File: src/rtl/core_data_router_if.sv
// core_data_router_if -- core-side data port bundle (cv32e40p OBI-style data bus).
//   data_req/data_gnt         request handshake
//   data_we/data_be           write enable (1 = write), byte enables
//   data_addr/data_wdata      address and write data
//   data_rvalid/data_rdata    in-order response
// master: the core driving requests; slave: the router answering them.
interface core_data_router_if;
  logic        data_req;
  logic        data_gnt;
  logic        data_we;
  logic [3:0]  data_be;
  logic [31:0] data_addr;
  logic [31:0] data_wdata;
  logic        data_rvalid;
  logic [31:0] data_rdata;

  modport master (
    output data_req, data_we, data_be, data_addr, data_wdata,
    input  data_gnt, data_rvalid, data_rdata
  );
  modport slave (
    input  data_req, data_we, data_be, data_addr, data_wdata,
    output data_gnt, data_rvalid, data_rdata
  );
endinterface

File: src/rtl/core_data_router.sv
// core_data_router -- routes the core data port to periph (0), stack (1),
// tcdm (2) or the local MMIO region (3) and returns responses in request
// order using an ID FIFO of MAX_OUTSTANDING entries.
// Ports:
//   clk_i, rst_i          clock, async active-high reset
//   core                  core data port (core_data_router_if.slave)
//   tgt_req_o[2:0]        per-target request, tgt_add_o/tgt_data_o/tgt_wen_o/tgt_be_o broadcast
//   tgt_gnt_i, tgt_r_valid_i, tgt_r_data_i   per-target grant and response
//   exit_code_o, eoc_o    exit-code register and sticky end-of-computation
//   putc_valid_o, putc_char_o   registered putchar pulse
//   err_o                 sticky protocol error (unexpected response)
// Optional: define CORE_DATA_ROUTER_TRACE_EN for simulation trace output.
module core_data_router #(
  parameter int         HWPE_ADDR_BASE_BIT = 20,
  parameter int         MAX_OUTSTANDING    = 2,
  parameter logic [7:0] MMIO_PAGE          = 8'h80
) (
  input  logic              clk_i,
  input  logic              rst_i,
  core_data_router_if.slave core,
  output logic [2:0]        tgt_req_o,
  output logic [31:0]       tgt_add_o,
  output logic [31:0]       tgt_data_o,
  output logic              tgt_wen_o,
  output logic [3:0]        tgt_be_o,
  input  logic [2:0]        tgt_gnt_i,
  input  logic [2:0]        tgt_r_valid_i,
  input  logic [2:0][31:0]  tgt_r_data_i,
  output logic [31:0]       exit_code_o,
  output logic              eoc_o,
  output logic              putc_valid_o,
  output logic [7:0]        putc_char_o,
  output logic              err_o
);
  localparam int PW = (MAX_OUTSTANDING > 1) ? $clog2(MAX_OUTSTANDING) : 1;
  localparam int CW = $clog2(MAX_OUTSTANDING + 1);
  localparam logic [1:0] ID_PERIPH = 2'd0, ID_STACK = 2'd1, ID_TCDM = 2'd2, ID_MMIO = 2'd3;

  // rd_exit marks an MMIO read of the exit-code register; every other MMIO
  // access answers with zero.
  typedef struct packed {
    logic [1:0] id;
    logic       rd_exit;
  } entry_t;

  entry_t          fifo_q [MAX_OUTSTANDING];
  entry_t          fifo_d [MAX_OUTSTANDING];
  logic [PW-1:0]   rd_ptr_q, rd_ptr_d, wr_ptr_q, wr_ptr_d;
  logic [CW-1:0]   count_q, count_d;
  logic [31:0]     exit_code_q, exit_code_d;
  logic            eoc_q, eoc_d, putc_valid_q, putc_valid_d, err_q, err_d;
  logic [7:0]      putc_char_q, putc_char_d;

  logic [1:0]  sel;
  logic        full, empty, accept, pop, is_mmio, off0, off4;
  logic [2:0]  exp_mask;
  entry_t      head;

  // Decode: first match wins
  always_comb begin
    if (core.data_addr[HWPE_ADDR_BASE_BIT])       sel = ID_PERIPH;
    else if (core.data_addr[31:24] == 8'h00)      sel = ID_STACK;
    else if (core.data_addr[31:24] == MMIO_PAGE)  sel = ID_MMIO;
    else                                          sel = ID_TCDM;
  end

  assign is_mmio = (sel == ID_MMIO);
  assign off0    = (core.data_addr[23:0] == 24'h0);
  assign off4    = (core.data_addr[23:0] == 24'h4);
  assign full    = (count_q == CW'(MAX_OUTSTANDING));
  assign empty   = (count_q == '0);
  assign head    = fifo_q[rd_ptr_q];

  // Issue: full is taken from the registered count, so a pop never
  // bypasses into a same-cycle grant.
  always_comb begin
    tgt_req_o = '0;
    if (core.data_req && !full && !is_mmio) tgt_req_o[sel] = 1'b1;
  end
  assign core.data_gnt = !full && (is_mmio || tgt_gnt_i[sel]);
  assign accept        = core.data_req && core.data_gnt;
  assign tgt_add_o     = core.data_addr;
  assign tgt_data_o    = core.data_wdata;
  assign tgt_wen_o     = !core.data_we;
  assign tgt_be_o      = core.data_be;

  // Response: only the head target may answer; MMIO heads answer locally.
  // An entry is never at the head in its push cycle (it is still being
  // written), which gives the MMIO its one-cycle minimum latency.
  always_comb begin
    exp_mask = '0;
    if (!empty && head.id != ID_MMIO) exp_mask[head.id] = 1'b1;
  end

  always_comb begin
    core.data_rvalid = 1'b0;
    core.data_rdata  = '0;
    case (head.id)
      ID_PERIPH: core.data_rdata = tgt_r_data_i[0];
      ID_STACK:  core.data_rdata = tgt_r_data_i[1];
      ID_TCDM:   core.data_rdata = tgt_r_data_i[2];
      default:   core.data_rdata = head.rd_exit ? exit_code_q : 32'h0;
    endcase
    if (!empty) core.data_rvalid = (head.id == ID_MMIO) || |(tgt_r_valid_i & exp_mask);
  end
  assign pop = core.data_rvalid;

  always_comb begin
    fifo_d   = fifo_q;
    wr_ptr_d = wr_ptr_q;
    rd_ptr_d = rd_ptr_q;
    count_d  = count_q;
    if (accept) begin
      fifo_d[wr_ptr_q] = '{id: sel, rd_exit: is_mmio && !core.data_we && off0};
      wr_ptr_d = (wr_ptr_q == PW'(MAX_OUTSTANDING - 1)) ? '0 : wr_ptr_q + 1'b1;
    end
    if (pop) rd_ptr_d = (rd_ptr_q == PW'(MAX_OUTSTANDING - 1)) ? '0 : rd_ptr_q + 1'b1;
    if (accept && !pop)      count_d = count_q + 1'b1;
    else if (!accept && pop) count_d = count_q - 1'b1;
  end

  // MMIO side effects take place at accept
  always_comb begin
    exit_code_d  = exit_code_q;
    eoc_d        = eoc_q;
    putc_valid_d = accept && is_mmio && core.data_we && off4;
    putc_char_d  = putc_valid_d ? core.data_wdata[7:0] : putc_char_q;
    if (accept && is_mmio && core.data_we && off0) begin
      exit_code_d = core.data_wdata;
      eoc_d       = 1'b1;
    end
    // Stray responses are dropped (never popped) and flagged
    err_d = err_q || |(tgt_r_valid_i & ~exp_mask);
  end

  always_ff @(posedge clk_i or posedge rst_i) begin
    if (rst_i) begin
      for (int i = 0; i < MAX_OUTSTANDING; i++) fifo_q[i] <= '0;
      rd_ptr_q     <= '0;
      wr_ptr_q     <= '0;
      count_q      <= '0;
      exit_code_q  <= 32'hFFFF_FFFF;
      eoc_q        <= 1'b0;
      putc_valid_q <= 1'b0;
      putc_char_q  <= 8'h0;
      err_q        <= 1'b0;
    end else begin
      fifo_q       <= fifo_d;
      rd_ptr_q     <= rd_ptr_d;
      wr_ptr_q     <= wr_ptr_d;
      count_q      <= count_d;
      exit_code_q  <= exit_code_d;
      eoc_q        <= eoc_d;
      putc_valid_q <= putc_valid_d;
      putc_char_q  <= putc_char_d;
      err_q        <= err_d;
    end
  end

  assign exit_code_o  = exit_code_q;
  assign eoc_o        = eoc_q;
  assign putc_valid_o = putc_valid_q;
  assign putc_char_o  = putc_char_q;
  assign err_o        = err_q;

`ifdef CORE_DATA_ROUTER_TRACE_EN
  function automatic string tgt_name(input logic [1:0] id);
    case (id)
      ID_PERIPH: return "periph";
      ID_STACK:  return "stack";
      ID_TCDM:   return "tcdm";
      default:   return "mmio";
    endcase
  endfunction

  always @(posedge clk_i) begin
    if (!rst_i) begin
      if (putc_valid_q) $write("%c", putc_char_q);
      if (accept)
        $display("[%0t] router %s addr=%h tgt=%s", $time, core.data_we ? "W" : "R",
                 core.data_addr, tgt_name(sel));
      if (eoc_d && !eoc_q) $display("[%0t] router exit code %h", $time, exit_code_d);
    end
  end
`else
  // Trace disabled: no simulation output.
`endif
endmodule

File: src/flat_wrapper.sv
// flat-port wrapper written by rule: the top's interface ports become plain ports
module core_data_router_flat 
#(
  parameter int         HWPE_ADDR_BASE_BIT = 20,
  parameter int         MAX_OUTSTANDING    = 2,
  parameter logic [7:0] MMIO_PAGE          = 8'h80
)
  (clk_i, rst_i, tgt_req_o, tgt_add_o, tgt_data_o, tgt_wen_o, tgt_be_o, tgt_gnt_i, tgt_r_valid_i, tgt_r_data_i, exit_code_o, eoc_o, putc_valid_o, putc_char_o, err_o, core_data_req, core_data_we, core_data_be, core_data_addr, core_data_wdata, core_data_gnt, core_data_rvalid, core_data_rdata);
  core_data_router_if core_i ();
  input  logic clk_i;
  input  logic rst_i;
  output logic [2:0] tgt_req_o;
  output logic [31:0] tgt_add_o;
  output logic [31:0] tgt_data_o;
  output logic tgt_wen_o;
  output logic [3:0] tgt_be_o;
  input  logic [2:0] tgt_gnt_i;
  input  logic [2:0] tgt_r_valid_i;
  input  logic [2:0][31:0] tgt_r_data_i;
  output logic [31:0] exit_code_o;
  output logic eoc_o;
  output logic putc_valid_o;
  output logic [7:0] putc_char_o;
  output logic err_o;
  input wire logic [$bits(core_i.data_req)-1:0] core_data_req;
  input wire logic [$bits(core_i.data_we)-1:0] core_data_we;
  input wire logic [$bits(core_i.data_be)-1:0] core_data_be;
  input wire logic [$bits(core_i.data_addr)-1:0] core_data_addr;
  input wire logic [$bits(core_i.data_wdata)-1:0] core_data_wdata;
  output wire logic [$bits(core_i.data_gnt)-1:0] core_data_gnt;
  output wire logic [$bits(core_i.data_rvalid)-1:0] core_data_rvalid;
  output wire logic [$bits(core_i.data_rdata)-1:0] core_data_rdata;
  assign core_i.data_req = core_data_req;
  assign core_i.data_we = core_data_we;
  assign core_i.data_be = core_data_be;
  assign core_i.data_addr = core_data_addr;
  assign core_i.data_wdata = core_data_wdata;
  assign core_data_gnt = core_i.data_gnt;
  assign core_data_rvalid = core_i.data_rvalid;
  assign core_data_rdata = core_i.data_rdata;
  core_data_router #(.HWPE_ADDR_BASE_BIT(HWPE_ADDR_BASE_BIT), .MAX_OUTSTANDING(MAX_OUTSTANDING), .MMIO_PAGE(MMIO_PAGE)) u_core (.clk_i(clk_i), .rst_i(rst_i), .core(core_i), .tgt_req_o(tgt_req_o), .tgt_add_o(tgt_add_o), .tgt_data_o(tgt_data_o), .tgt_wen_o(tgt_wen_o), .tgt_be_o(tgt_be_o), .tgt_gnt_i(tgt_gnt_i), .tgt_r_valid_i(tgt_r_valid_i), .tgt_r_data_i(tgt_r_data_i), .exit_code_o(exit_code_o), .eoc_o(eoc_o), .putc_valid_o(putc_valid_o), .putc_char_o(putc_char_o), .err_o(err_o));
endmodule
File: config.mk
export PLATFORM = sky130hd
export DESIGN_NAME = core_data_router_flat
export DESIGN_NICKNAME = d
export VERILOG_FILES = /design/src/rtl/core_data_router_if.sv /design/src/rtl/core_data_router.sv /design/src/flat_wrapper.sv
export SDC_FILE = /design/constraint.sdc
export NUM_CORES = 1
export LEC_CHECK = 0
export BUFFER_PORTS_ARGS = -buffer_cell sky130_fd_sc_hd__buf_2
export CAP_MARGIN = 20
export CORE_AREA = 2 2 124 126
export DETAILED_ROUTE_END_ITERATION = 12
export DIE_AREA = 0 0 126 128
export GPL_TIMING_DRIVEN = 1
export PLACE_DENSITY = 0.64
export SLEW_MARGIN = 40
export SYNTH_ARGS = -nofsm -noshare
export SYNTH_HDL_FRONTEND = slang
export SYNTH_SLANG_ARGS = --single-unit
File: constraint.sdc
create_clock -name clk_i -period 6 [get_ports clk_i]
set_input_delay 0.3 -clock clk_i [delete_from_list [all_inputs] [get_ports clk_i]]
set_output_delay 0.3 -clock clk_i [all_outputs]
set_load 0.03 [all_outputs]
# Yosys cells after proc, flatten, opt, wreduce, memory -nomap -nowiden
# Cells that the tools add are included.
dict set report op_classes {
  addsub 4
  multipliers 0
  div 0
  n_lt_le_gt_ge 7
  n_eq_ne 8
  shifts 0
  n_mux 24
  bitwise 5
  reduce_logical 32
}
# cell count
set ops {}
lappend ops {{32-bit case mux with 3 select lines} 1}
lappend ops {{32-bit 2-to-1 mux} 1}
lappend ops {{24-bit by 3-bit equality test with 1-bit output (second input constant)} 1}
lappend ops {{24-bit logical NOT} 1}
lappend ops {{3-bit 2-to-1 mux} 6}
lappend ops {{1-bit logical AND} 16}
lappend ops {{2-bit equality test (second input constant)} 4}
lappend ops {{8-bit equality test (second input constant)} 1}
lappend ops {{8-bit logical NOT} 1}
lappend ops {{2-bit 2-to-1 mux} 4}
lappend ops {{1-bit 2-to-1 mux} 7}
lappend ops {{3-bit bitwise AND} 2}
lappend ops {{6-bit bitwise mux} 1}
lappend ops {{1-bit logical NOT} 6}
lappend ops {{2-bit by 3-bit less-than comparator with 1-bit output (second input constant)} 2}
lappend ops {{3-bit OR reduction} 2}
lappend ops {{1-bit demux with 2-bit select} 2}
lappend ops {{2-bit by 1-bit >= comparator with 1-bit output (second input constant)} 2}
lappend ops {{2-bit >= comparator (second input constant)} 2}
lappend ops {{2-bit logical NOT} 2}
lappend ops {{1-bit NOT with 2-bit output} 2}
lappend ops {{3-bit demux with 1-bit select} 1}
lappend ops {{1-bit logical OR} 3}
lappend ops {{3-bit NOT} 1}
lappend ops {{other kinds (8)} 9}
dict set report word_totals {
  ff_bits 53
  latchBits 0
  ram_bits 0
  rom_bits 0
  input_bits 174
  output_inout_bits 149
  word_cells 92
  mem_count 0
}

# Longest topological paths before layout
# Gate-level depths: netlist of run 1.
dict set report logic_depth {
  word_depth 16
  ltp_mapped 9
  mapped_depth_nobuf 8
}

# Least setup slack after synthesis of run 1
# No wires, ideal clock.
dict set report synth_timing {
  kind {register to register}
  startpoint {register u_core.rd_ptr_q}
  endpoint {register u_core.count_q[1]}
  setup_time_ps 79
  arrival_ps 2342
  required_ps 5921
  setup_slack_ps 3579
  stages_incl_launch_ff 10
  n_path_buf 1
  period_less_slack_ps 2421
  cell_sequence {dfrtp_1 buf_2 mux2i_1 nand2_1 a311oi_2 inv_1 ha_1 xor2_1 nor2_1 xor2_1}
}
dict set report synth_between {
  elab_chain_len 16
  word_cells_on_any_way 22
  classes_between {2 x order compare; 2 x eq/ne; 8 x mux; 2 x bitwise; 8 x reduce/logical}
}
# element line
set synth_lines {}
lappend synth_lines {{from (decl)} core_data_router.sv:48} ;# logic [PW-1:0] rd_ptr_q, rd_ptr_d, wr_ptr_q, wr_ptr_d;
lappend synth_lines {{from (signal assigned)} core_data_router.sv:149} ;# rd_ptr_q <= rd_ptr_d;
lappend synth_lines {{1-bit NOT with 2-bit output (not written as such) *} core_data_router.sv:72} ;# assign head = fifo_q[rd_ptr_q];
lappend synth_lines {{3-bit 2-to-1 mux (not written as such) * (3 in a row)} core_data_router.sv:72}
lappend synth_lines {{2-bit by 3-bit less-than comparator with 1-bit output (not written as such) / 2-bit by 1-bit >= comparator with 1-bit output (equally long branches)} core_data_router.sv:92} ;# if (!empty && head.id != ID_MMIO) exp_mask[head.id] = 1'b1;
lappend synth_lines {{1-bit logical AND (not written as such)} core_data_router.sv:92}
lappend synth_lines {{1-bit 2-to-1 mux (not written as such)} core_data_router.sv:92}
lappend synth_lines {{1-bit demux with 2-bit select} --}
lappend synth_lines {{3-bit 2-to-1 mux} core_data_router.sv:92}
lappend synth_lines {{3-bit bitwise AND} core_data_router.sv:104} ;# if (!empty) core.data_rvalid = (head.id == ID_MMIO) || |(tgt_r_valid_i & exp_mask);
lappend synth_lines {{3-bit OR reduction} core_data_router.sv:104}
lappend synth_lines {{1-bit logical OR *} core_data_router.sv:104}
lappend synth_lines {{1-bit 2-to-1 mux *} core_data_router.sv:104}
lappend synth_lines {{net core_data_rvalid} flat_wrapper.sv:31} ;# output wire logic [$bits(core_i.data_rvalid)-1:0] core_data_rvalid;
lappend synth_lines {{1-bit logical NOT} core_data_router.sv:118} ;# if (accept && !pop) count_d = count_q + 1'b1;
lappend synth_lines {{1-bit logical AND} core_data_router.sv:118}
lappend synth_lines {{2-bit 2-to-1 mux / 2-bit nonzero test (equally long branches)} --}
lappend synth_lines {{to (signal assigned)} core_data_router.sv:151} ;# count_q <= count_d;
lappend synth_lines {{to (decl)} core_data_router.sv:49} ;# logic [CW-1:0] count_q, count_d;
# The timed path passes the listed nets; every way through them passes the cells marked *. The select of a mux whose other input is x is not followed.
# A chain may end at the register's enable or synchronous reset.

# Worst setup path in the final report of run 1
dict set report layout_timing {
  startpoint {register u_core.rd_ptr_q}
  endpoint {output port core_data_rdata[18]}
}
dict set report layout_between {
  elab_chain_len 6
  word_cells_on_any_way 9
  classes_between {2 x eq/ne; 5 x mux; 1 x bitwise; 1 x reduce/logical}
}
# element line
set layout_lines {}
lappend layout_lines {{1-bit NOT with 2-bit output (not written as such) *} core_data_router.sv:72}
lappend layout_lines {{3-bit 2-to-1 mux (not written as such) * (3 in a row)} core_data_router.sv:72}
lappend layout_lines {{2-bit equality test, or another cell as far along} core_data_router.sv:98} ;# case (head.id)
lappend layout_lines {{32-bit case mux with 3 select lines *} core_data_router.sv:98}
lappend layout_lines {{to (decl)} flat_wrapper.sv:32} ;# output wire logic [$bits(core_i.data_rdata)-1:0] core_data_rdata;
# Every way passes the cells marked *; elsewhere a longest branch is shown, timed or not. The select of a mux whose other input is x is not followed.

==> results.toml, run 1 <==
[run_status]
status = "finished, final reports clean"

[global_routing]
track_usage = 0.153
grt_first_pass_wirelength_um = 19400
grt_max_degree = 54
grt_overflow = 0
antenna_found_initial = 1
grt_pass1_vias = 3693

[timing]
hold_viol_final = 0
finalSetupTns_ns = 0
tightest_slew_ns = 0.744
setup_viol = 0
relSlewSlack = 0.504
rsz0062_at_grt = "no"
whs_ns = 0.173
fin_worst_skew_ns = 0.00855
period_needed_ns = 2.94
max_freq_mhz = 340
slew_viol_final = 0
finalCritPeriodShare = 0.491

[setup_path]
cp.arrival_ns = 2.64
crit_type = "reg -> out"
cpPeakStageDelay_ns = 0.55
crit_required_ns = 5.70
critPathCaptureType = "primary output"
path_max_fanout = 19
crit_slowest_cell = "nor3_4"
cp_cell_sequence = "mux2i_4 -> buf_6 -> nor3_4 -> buf_4 -> a221o_1 -> buf_2"
start_kind = "flop"

[synth]
ys_warn_count = 0
synth_seq_area_share = 0.353
yosysTopAreaCell = "dfstp_2"
yosysTopAreaCellShare = 0.217
ys.flop_type = "dfstp_2"
syn_area_per_cell_sq_um = 9.83
synthArstFlopShare = 1.00
synthesis.nets = 569
synth_area_leaders = "dfstp_2, dfrtp_1, buf_4, mux2_4, a221o_1"
synth_seq_cells = 53
syn_inst = 394
yosysUniqueCellTypes = 44
synth_area_sq_um = 3870
synth-edff-count = 0

[clock_network]
cts_root_buf = "clkbuf_16"
insertion_delay_ns = 0.30
cts_tree = "done"
ctsHoldBuffers = 0
clock-sinks = 53
clk_pin_slew_ns = 0.07
htreeDepth = 2
cts.repair.resized = 0
postCtsSetupBuffers = 0
clockBufferDepth = 2
cts_made_buffers = 5

[die]
io_pins = 323
die_y_um = 128
die_w_um = 126
core.rowCount = 45
core_sq_um = 14900
dieArea_sq_um = 16100
initial_core_util = 0.261

[drt]
drc = 0
viasPerCell = 4.68
routed-via-count = 3852
first_iter_violations = 148
wl_per_cell_um = 15.9
ant_nets = 0
wirelength_um = 13100
drt_pre_antenna_iters = 4

[cells_and_area]
multi_input_area_sq_um = 1910
fin_nets = 808
seqCellArea_sq_um = 1370
drive_gt1_frac = 0.664
final_common_cell = "buf_2"
nFillCells = 1597
final_cell_mix = "buf_2, nand2_1, a21oi_1"
syn2layout_area_growth_pct = 37.6

[power]
netSwitchingPower_mw = 0.856
pwr-share-comb = 0.595
seqPwrFrac = 0.234
p_sw_frac = 0.490
peakVddDrop_v = 0.000197
pwr-share-clk = 0.172
power.leakage_nw = 2.93
p_per_area_nw_per_um2 = 328
p_int_mw = 0.890

[placed_design]
port_buffers = 314
place_hpwl_um = 10300
place_congestion = 0.753

[run]
maxCapViolCount = 0

[worst_hold_path]
min_path_type = "in -> async"
==> logic make-up (layout without fill, tap and decap cells) <==
group | count (synthesis) | in the layout | share of synthesized area
flip-flops | 53 | 53 | 0.353
adder cells (fa/ha/maj) | 1 | 1 | 0.00323
XOR/XNOR | 5 | 5 | 0.0113
multiplexers | 51 | 51 | 0.175
buffers and inverters | 92 | 332 | 0.162
AO/OA/AOI/OAI | 74 | 74 | 0.143
AND/OR/NAND/NOR | 118 | 118 | 0.152
other | 0 | 1 | 0
==> path summary, 6_finish.rpt <==
check                                       startpoint                                  to  slack (ns)  depth (start not counted)
max                        u_core.rd_ptr_q$_DFFE_PP0P_                 core_data_rdata[18]        3.06                          6
min                                              rst_i            u_core.eoc_o$_DFFE_PP0P_        0.17                          3
max reg2reg                u_core.rd_ptr_q$_DFFE_PP0P_       u_core.count_q[1]$_DFFE_PP0P_        3.52                          8
min reg2reg                   u_core.eoc_o$_DFFE_PP0P_            u_core.eoc_o$_DFFE_PP0P_        0.46                          1
max in group asynchronous                        rst_i   u_core.putc_char_o[0]$_DFFE_PP0P_        5.36                          3
min in group clk_i                 core_data_wdata[11]  u_core.exit_code_o[11]$_DFFE_PP1P_        0.24                          2
==> flip-flops by register name (all words and copies together), names as in the netlist, 2 cells and up <==
signal              count
u_core.exit_code_o     32
u_core.putc_char_o      8
u_core.fifo_q           6
u_core.count_q          2
==> layout make-up <==
type	instances	share of cell area
well taps	188	0.0441
clock inverters	3	0.00493
repair buffers	320	0.309
diodes	1	0.000470
flip-flops and latches	53	0.256
multi-input cells	249	0.359
clock buffers	5	0.0235
inverters	4	0.00282
==> power by group through the flow <==
stage | combinational, mW | sequential (mW) | clock [mW]
after floorplan | 0.771 | 0.400 | 0
after global placement | 1.02 | 0.413 | 0
after detailed placement | 1.02 | 0.413 | 0
after CTS | 1.02 | 0.408 | 0.316
after global routing | 1.10 | 0.413 | 0.329
final | 1.04 | 0.408 | 0.300
==> routing by layer <==
metal  up-vias  part of all wire  wire, um  global-route usage
met5         -                 0         0                   0
met1      1814              0.41      5410               0.186
met3        10             0.077      1010              0.0367
li1       1827                 -         -                   -
met2       201              0.50      6500               0.269
met4         0             0.011       140              0.0414
==> synthesized netlist by cell type (all sizes together) (2+ instances only) <==
library cell   n
buf           75
nand2         73
mux2          48
a21oi         34
a221o         32
dfstp         32
dfrtp         21
clkbuf        13
nor2          12
nor4           9
nor3           7
inv            4
o21ai          4
mux2i          3
xor2           3
and3           2
nand2b         2
nand4          2
nand4b         2
xnor2          2
==> worst max-delay path, delay by kind of cell, from the launching register on <==
family / cells / cell delay [ns]
compound gates: 1 / 0.20
buf+inv: 3 / 0.77
flops: 1 / 0.51
mux: 1 / 0.31
simple gates: 1 / 0.55
==> metrics by stage <==
stage | cells | power, mW | worst slack [ns] | area [sq um] | utilization
6_report | 823 | 1.75 | 3.06 | 5330 | 0.359
5_1_grt | 823 | 1.84 | 2.88 | 5330 | 0.359
4_1_cts | 821 | 1.74 | 2.77 | 5310 | 0.357
3_5_place_dp | 813 | 1.44 | 3.12 | 5160 | 0.347
3_3_place_gp | 810 | 1.43 | 2.95 | 5110 | 0.344
2_1_floorplan | 394 | 1.17 | 3.58 | 3870 | -
Note: power is estimated with default switching activity, not from simulation.
==> run 2, diff against run 1 <==
--- a/config.mk
+++ b/config.mk
@@ -11,7 +11,7 @@
 export DETAILED_ROUTE_END_ITERATION = 12
 export DIE_AREA = 0 0 126 128
 export GPL_TIMING_DRIVEN = 1
-export PLACE_DENSITY = 0.64
+export PLACE_DENSITY = 0.66
 export SLEW_MARGIN = 40
 export SYNTH_ARGS = -nofsm -noshare
 export SYNTH_HDL_FRONTEND = slang
==> constraint.sdc (replaced) <==
create_clock -name clk_i -period 2.55 [get_ports clk_i]
set_input_delay 0.1275 -clock clk_i [delete_from_list [all_inputs] [get_ports clk_i]]
set_output_delay 0.1275 -clock clk_i [all_outputs]
set_load 0.03 [all_outputs]
==> results.toml, run 2 (synthesized netlist as in run 1, its figures left out) <==
[run_status]
status = "finished with violations"
failed_checks = "negative hold slack"

[run]
maxCapViolCount = 0

[global_routing]
grt_pass1_vias = 3648
gr-usage-met1 = 0.187
antenna_found_initial = 1
grt_overflow = 0
grt.busiest_layer = "met2"
grt.met3_usage = 0.0405
use_met2 = 0.273
track_usage = 0.154
grt_max_degree = 54
grt_first_pass_wirelength_um = 19400

[power]
peakVddDrop_v = 0.000402
power.leakage_nw = 2.94
p_per_area_nw_per_um2 = 773
netSwitchingPower_mw = 1.97
pwr-share-comb = 0.587
p_int_mw = 2.16
pwr-share-clk = 0.180
p_sw_frac = 0.478
seqPwrFrac = 0.233

[cells_and_area]
layout.cells.non_filler = 827
drive_gt1_frac = 0.667
syn2layout_area_growth_pct = 37.9
final_cell_mix = "buf_2, nand2_1, a21oi_1"
fin_nets = 813
largest_register_ffs = 32
diodes = 0
final_common_cell = "buf_2"

[timing]
setup_viol = 0
hold_viol_final = 1
tightest_slew_ns = 0.755
rsz0062_at_grt = "no"
whs_ns = -0.000371
relSlewSlack = 0.497
slew_viol_final = 0
finalSetupTns_ns = 0
max_freq_mhz = 414
finalCritPeriodShare = 0.948
fin_worst_skew_ns = 0.00789
period_needed_ns = 2.42

[setup_path]
critPathCaptureType = "primary output"
crit_required_ns = 2.42
path_max_fanout = 34
cp.arrival_ns = 2.29
start_kind = "flop"
startpoint = "u_core.rd_ptr_q$_DFFE_PP0P_"
crit_type = "reg -> out"
r2r-start = "u_core.rd_ptr_q$_DFFE_PP0P_"

[drt]
viasPerCell = 4.60
first_iter_violations = 129
drt_pre_antenna_iters = 4
routed-via-count = 3801
drc = 0
wirelength_um = 13200
ant_nets = 0
wl_per_cell_um = 15.9

[die]
initial_core_util = 0.261
core.rowCount = 45
io_pins = 323
die_w_um = 126
core_sq_um = 14900
die_y_um = 128
dieArea_sq_um = 16100

[clock_network]
clock-sinks = 53
clk_pin_slew_ns = 0.07
insertion_delay_ns = 0.30
htreeDepth = 2
cts_made_buffers = 5
cts_tree = "done"
clockBufferDepth = 2
ctsHoldBuffers = 0
cts_root_buf = "clkbuf_16"

[placed_design]
place_congestion = 0.760
place_hpwl_um = 10000
port_buffers = 314
dp_cells = 819

[worst_hold_path]
min_path_type = "in -> async"
## run 2: timing repair
item,in CTS,in global routing
setup endpoints to repair,1,0
buffers inserted,0,0
endpoints found under the hold margin,0,0
gates resized for setup,1,0
## run 2: layout make-up
cell class | instances | area (sq um)
Fill cell | 1549 | 9520
Multi-Input combinational cell | 249 | 1900
Timing Repair Buffer | 325 | 1660
Sequential cell | 53 | 1370
Tap cell | 188 | 235
Clock buffer | 7 | 153
Inverter | 4 | 15.0
Clock inverter | 1 | 8.76
## run 2: worst max-delay path: stages (launching register included)
cell	delay [ns]
dfrtp_1	0.53
mux2i_4	0.30
buf_6	0.32
nor3_2	0.10
buf_4	0.22
a221o_1	0.33
buf_2	0.18
## run 2: layer usage
layer  part of all wire  vias up  routed length (um)
met4             0.0093        2                 122
li1                   -     1826                   -
met5            0.00099        -                  13
met3              0.081        9                1060
met2               0.50      192                6630
met1               0.41     1772                5340
## run 2: stage by stage
step / power (mW) / area [sq um] / setup WS (ns) / hold WS, ns / utilization
3_5_place_dp: 3.40 / 5170 / 0.339 / 0.255 / 0.348
3_3_place_gp: 3.40 / 5170 / 0.384 / 0.255 / 0.348
2_1_floorplan: 2.75 / 3870 / 0.129 / 0.258 / -
4_1_cts: 4.19 / 5340 / 0.0794 / 0.0282 / 0.359
6_report: 4.13 / 5340 / 0.132 / -0.000371 / 0.359
5_1_grt: 4.37 / 5340 / 0.00975 / 0.0582 / 0.359
## run 2: power by group through the flow
stage,clock (mW),combinational (mW),sequential (mW)
4_1_cts,0.783,2.44,0.961
6_report,0.744,2.42,0.961
3_5_place_dp,0,2.43,0.975
5_1_grt,0.812,2.59,0.971
2_1_floorplan,0,1.81,0.941
3_3_place_gp,0,2.43,0.974
## run 2: final timing paths
| check | to | slack, ns | cells past startpoint |
|---|---|---|---|
| min in group clk_i | u_core.exit_code_o[26]$_DFFE_PP1P_ | 0.06 | 2 |
| worst max-delay path | core_data_rdata[4] | 0.13 | 6 |
| max in group asynchronous | u_core.fifo_q[2]$_DFFE_PP0P_ | 2.10 | 3 |
| worst max register to register | u_core.err_o$_DFF_PP0_ | 0.46 | 7 |
| worst min-delay path | u_core.eoc_o$_DFFE_PP0P_ | -0.0004 | 3 |
| worst min register to register | u_core.eoc_o$_DFFE_PP0P_ | 0.46 | 1 |
